<file path="src/rtl/sr_latch_monitor.sv">
// SR-latch observer: tracks a reference model of the latch from the S/R
// stimulus, checks Q/nQ a fixed number of edges after every stimulus change,
// and keeps saturating counts of checks, failed checks and S=R=1 entries.
module sr_latch_monitor #(
  parameter int unsigned SETTLE_CYCLES = 2,   // legal range 1..255
  parameter int unsigned CNT_W         = 16
) (
  input  logic             clk_i,
  input  logic             rst_i,
  input  logic             s_i,
  input  logic             r_i,
  input  logic             q_i,
  input  logic             nq_i,
  output logic             err_o,
  output logic [CNT_W-1:0] err_cnt_o,
  output logic [CNT_W-1:0] forbid_cnt_o,
  output logic [CNT_W-1:0] check_cnt_o,
  output logic             model_q_o,
  output logic             model_valid_o,
  output logic [1:0]       state_o
);

  localparam logic [1:0] ST_UNKNOWN = 2'd0;
  localparam logic [1:0] ST_SETTLE  = 2'd1;
  localparam logic [1:0] ST_STABLE  = 2'd2;
  localparam logic [1:0] ST_FORBID  = 2'd3;

  // Settle counter is loaded with SETTLE_CYCLES-1 so the check lands exactly
  // SETTLE_CYCLES edges after the edge that sampled the change.
  localparam logic [7:0] SETTLE_LOAD = 8'(SETTLE_CYCLES - 1);

  // Saturating increment: an all-ones counter stays put instead of wrapping.
  function automatic logic [CNT_W-1:0] sat_inc(input logic [CNT_W-1:0] v);
    if (&v) begin
      return v;
    end else begin
      return v + CNT_W'(1);
    end
  endfunction

  logic [1:0]       state_q, state_d;
  logic [7:0]       cnt_q, cnt_d;
  logic [1:0]       sr_prev_q, sr_prev_d;
  logic             model_q_q, model_q_d;
  logic             valid_q, valid_d;
  logic             err_q, err_d;
  logic [CNT_W-1:0] err_cnt_q, err_cnt_d;
  logic [CNT_W-1:0] forbid_cnt_q, forbid_cnt_d;
  logic [CNT_W-1:0] check_cnt_q, check_cnt_d;

  logic [1:0] sr_s;
  logic       chg_s;
  logic       check_s;
  logic       fail_s;

  assign sr_s   = {s_i, r_i};
  assign chg_s  = (sr_s != sr_prev_q);
  assign fail_s = (q_i != model_q_q) || (nq_i == q_i);

  // Next-state logic: stimulus changes dominate, otherwise the settle count runs down.
  always_comb begin
    state_d = state_q;
    cnt_d   = cnt_q;
    check_s = 1'b0;
    if (chg_s) begin
      if (sr_s == 2'b11) begin
        state_d = ST_FORBID;
      end else if ((state_q == ST_FORBID) && (sr_s == 2'b00)) begin
        // Leaving S=R=1 straight to hold is a race: latch output undefined.
        state_d = ST_UNKNOWN;
      end else begin
        state_d = ST_SETTLE;
        cnt_d   = SETTLE_LOAD;
      end
    end else if (state_q == ST_SETTLE) begin
      if (cnt_q != 8'd0) begin
        cnt_d = cnt_q - 8'd1;
      end else begin
        state_d = ST_STABLE;
        check_s = 1'b1;
      end
    end else begin
      state_d = state_q;
    end
  end

  // Output/datapath logic: reference model, check result and event counters.
  always_comb begin
    sr_prev_d    = sr_s;
    model_q_d    = model_q_q;
    valid_d      = valid_q;
    err_d        = 1'b0;
    err_cnt_d    = err_cnt_q;
    forbid_cnt_d = forbid_cnt_q;
    check_cnt_d  = check_cnt_q;
    if (chg_s) begin
      case (sr_s)
        2'b10: begin
          model_q_d = 1'b1;
          valid_d   = 1'b1;
        end
        2'b01: begin
          model_q_d = 1'b0;
          valid_d   = 1'b1;
        end
        2'b11: begin
          valid_d      = 1'b0;
          forbid_cnt_d = sat_inc(forbid_cnt_q);
        end
        default: begin
          model_q_d = model_q_q;
          valid_d   = valid_q;
        end
      endcase
    end else begin
      model_q_d = model_q_q;
    end
    if (check_s && valid_q) begin
      check_cnt_d = sat_inc(check_cnt_q);
      if (fail_s) begin
        err_d     = 1'b1;
        err_cnt_d = sat_inc(err_cnt_q);
      end else begin
        err_d = 1'b0;
      end
    end else begin
      err_d = 1'b0;
    end
  end

  // State register with synchronous reset; reset also drops any pending check.
  always_ff @(posedge clk_i) begin
    if (rst_i) begin
      state_q      <= ST_UNKNOWN;
      cnt_q        <= 8'd0;
      sr_prev_q    <= 2'b00;
      model_q_q    <= 1'b0;
      valid_q      <= 1'b0;
      err_q        <= 1'b0;
      err_cnt_q    <= '0;
      forbid_cnt_q <= '0;
      check_cnt_q  <= '0;
    end else begin
      state_q      <= state_d;
      cnt_q        <= cnt_d;
      sr_prev_q    <= sr_prev_d;
      model_q_q    <= model_q_d;
      valid_q      <= valid_d;
      err_q        <= err_d;
      err_cnt_q    <= err_cnt_d;
      forbid_cnt_q <= forbid_cnt_d;
      check_cnt_q  <= check_cnt_d;
    end
  end

  assign err_o         = err_q;
  assign err_cnt_o     = err_cnt_q;
  assign forbid_cnt_o  = forbid_cnt_q;
  assign check_cnt_o   = check_cnt_q;
  assign model_q_o     = model_q_q;
  assign model_valid_o = valid_q;
  assign state_o       = state_q;

endmodule

</file>
<file path="config.mk">
export PLATFORM = sky130hd
export DESIGN_NAME = sr_latch_monitor
export DESIGN_NICKNAME = d
export VERILOG_FILES = /design/src/rtl/sr_latch_monitor.sv
export SDC_FILE = /design/constraint.sdc
export NUM_CORES = 1
export LEC_CHECK = 0
export BUFFER_PORTS_ARGS = -buffer_cell sky130_fd_sc_hd__buf_4
export CAP_MARGIN = 40
export CORE_UTILIZATION = 40
export CTS_BUF_LIST = sky130_fd_sc_hd__clkbuf_8
export DETAILED_ROUTE_END_ITERATION = 10
export SLEW_MARGIN = 20
export SYNTH_ARGS = -nofsm -noshare
export SYNTH_HDL_FRONTEND = slang
export SYNTH_SLANG_ARGS = --single-unit
</file>
<file path="constraint.sdc">
create_clock -name clk_i -period 2.95 [get_ports clk_i]
set_clock_uncertainty 0.2 [all_clocks]
set_input_delay 0.4425 -clock clk_i [delete_from_list [all_inputs] [get_ports clk_i]]
set_output_delay 0.4425 -clock clk_i [all_outputs]
set_load 0.03 [all_outputs]
</file>
==> metrics <==
outcome complete, no violations; Setup TNS 0 ps; CP Data Arrival Time 2310 ps; CP delay by family, top simple AND/OR/NAND/NOR gates; register area 0.00126 mm²; CTS resizes 0; worst reg2reg setup slack 670 ps; die width 92.2 µm; Post-Place Setup Slack 539 ps; Tightest Pin Transition 647 ps; type of origin of the critical path register; Async SR Flop Fraction 0%; CTS Root Buffer Type clkbuf_8; Final HPWL DP 5180 µm; Total Power 1650 µW; worst skew pair latency 330 ps; Comb power frac 8.6%; Final Max Slew Viols 0; commonest cells after routing, fill and taps aside dfxtp_1 (63), buf_4 (61), nor2_1 (41); area leader, netlist dfxtp_1; WL final 7380 µm; fin worst setup slack 668 ps; fin cells 536; CP peak stage delay 350 ps; Leakage 0.00144 µW; via/cell ratio 5.55; CTS tree built; Reg clk slew, reported paths 70 ps; FF-to-FF Start cnt_q[0]; DRC 0; total global-route track usage 18.1%; Seq/Total Area, Yosys 38.7%; first-pass GRT wire length 12300 µm; Post-synth EDFFs 0; mux cell area share after synthesis 2.00%; Synth Cell Area 0.00326 mm²; antenna violations before repair 0; DR WL/cell 13.8 µm; crit path kind register to register; die area 0.00850 mm²; Synth Area in XOR/XNOR 6.92%; Max FO, Critical Path 16; initial core utilization 41.7%; CP Launch Point cnt_q[0]; Die Ht 92.2 µm; Synth Area in Adders 3.07%; post-route ant nets 0; Worst R2R Path Depth 8; RSZ-0062 raised after global routing false; #FFs+latches synth 63; Worst Hold Class primary input to register; Worst setup EP type register; Layout Utilization 50.3%; reg2reg end check_cnt_o[5]; share of the synthesized area in the top cell type 38.7%; Yosys warning total 0; first-pass iteration count of the detailed router 4; Area Overhead vs Synth 20.5%; PortBufs 58; syn_area_per_cell 8.70 µm²; Mapped Cells 374; FP Rows 32; slew margin rel. 56.9%; CP Capture Point check_cnt_o[5]; multi-input logic area 0.00189 mm²; Sink Count 63; Peak VDD IR 0.230 mV; Crit-path slowest cell and4b_2; combinational family with the most area after synthesis simple AND/OR/NAND/NOR gates; fin crit share 77.3%; CTS Hold Bufs 0; P_int 1220 µW; Filler cells 792; clock share of power 37.9%; library cells used by synthesis 51; grt ovf 0; Antenna Cells 0; fraction of layout cells with a size suffix above 1 19.4%; post-layout net count 444; via count 2976; MaxCap Viol Count 0; Placed Cells 521; worst path cell trace inv_1 > ha_1 > nor2b_1 > and4b_2 > o311ai_4 > buf_4 > nor3_2 > mux2_1; net switching power 422 µW; fmax 438 MHz; Setup-failing EPs final 0; initial drt markers 115; largest net degree at the start of global routing 63; CORE AREA 0.00781 mm²; Flop pwr share 53.4%; commonest non-fill, non-tap cell in the layout dfxtp_1; Synthesized Nets 388; H-tree depth 3; CP Depth 8; Buf/Inv on CP 2; main area contributors after synthesis dfxtp_1 (39%), a21oi_1 (5.1%), nor2_1 (4.7%); final hold vios 0; sw frac 25.7%; simple-gate share of the synthesized area 30.7%; min Tclk post-route 2280 ps; clock buffer depth 2; buffer count from post-CTS setup fixing 0; post-synthesis compound-gate area fraction 15.2%; clock buffer count from CTS 9; Worst EP required 2970 ps; RD Place Congestion 0.748; ys flop type dfxtp_1; number of global-route vias before repair 2632; P per Cell Area 419 mW/mm²; I/O pins 59
metrics by stage:
step | hold WS [ps] | area [µm²]
global route | 225 | 3920
finish | 207 | 3920
CTS | 185 | 3920
global placement | 283 | 3770
floorplan | 279 | 3260
detailed placement | 291 | 3770
tightest hold or removal path, delay by kind of cell:
family	cells	cell delay, ps
AND/OR/NAND/NOR	1	40
buffers and inverters	2	210
Yosys cell counts, types with 6 or more instances:
cell type	instances
inv_1	9
or3_1	21
nand3_1	17
nor2_1	41
dfxtp_1	63
a21oi_1	33
o21ai_1	14
and3_1	9
xnor2_1	16
a211oi_1	7
clkbuf_1	10
and4_1	9
o31ai_1	6
o21ai_0	6
nand2_1	20
nand4_1	16
ha_1	8
nor2b_1	6
xor2_1	6
per-layer routing:
layer / global-route usage, % / wire [µm] / vias up
li1: - / - / 1501
met1: 22.5 / 3420 / 1408
met2: 30.3 / 3580 / 65
met3: 5.47 / 342 / 2
met4: 5.08 / 36 / 0
met5: 0 / 0 / -
worst min-delay path by stage:
stage,from,endpoint,slack [ps],cells past startpoint
2_1_floorplan,cnt_q[1],cnt_q[1],280,2
3_3_place_gp,check_cnt_o[14],check_cnt_o[14],280,2
3_5_place_dp,check_cnt_o[14],check_cnt_o[14],290,2
4_1_cts,r_i,sr_prev_q[0],190,3
5_1_grt,r_i,sr_prev_q[0],230,3
6_report,r_i,sr_prev_q[0],210,3
power by group through the flow:
stage / combinational [µW] / sequential [µW] / clock, µW
after CTS: 144 / 879 / 657
after global routing: 157 / 880 / 687
after detailed placement: 143 / 898 / 0
after floorplan: 89.4 / 910 / 0
after global placement: 142 / 898 / 0
final: 142 / 879 / 624
cell type report:
class                   instances  area share, %
clock inverters                 5          0.510
multi-input cells             286           48.1
repair buffers                 61           11.7
inverters                       9          0.861
well taps                     102           3.25
flip-flops and latches         63           32.1
clock buffers                  10           3.51
flip-flops by register name, indices dropped and copies added (netlist names):
name / flops
check_cnt_o: 16
err_cnt_o: 16
forbid_cnt_o: 16
cnt_q: 8
sr_prev_q: 2
state_o: 2
err_o: 1
model_q_o: 1
model_valid_o: 1
cells by family after synthesis:
kind of cell,after synthesis
buf+inv,25
mux,6
fa+ha+maj,8
compound gates,79
flops,63
simple gates,169
xor+xnor,24
Note: power is estimated with default switching activity, not from simulation.
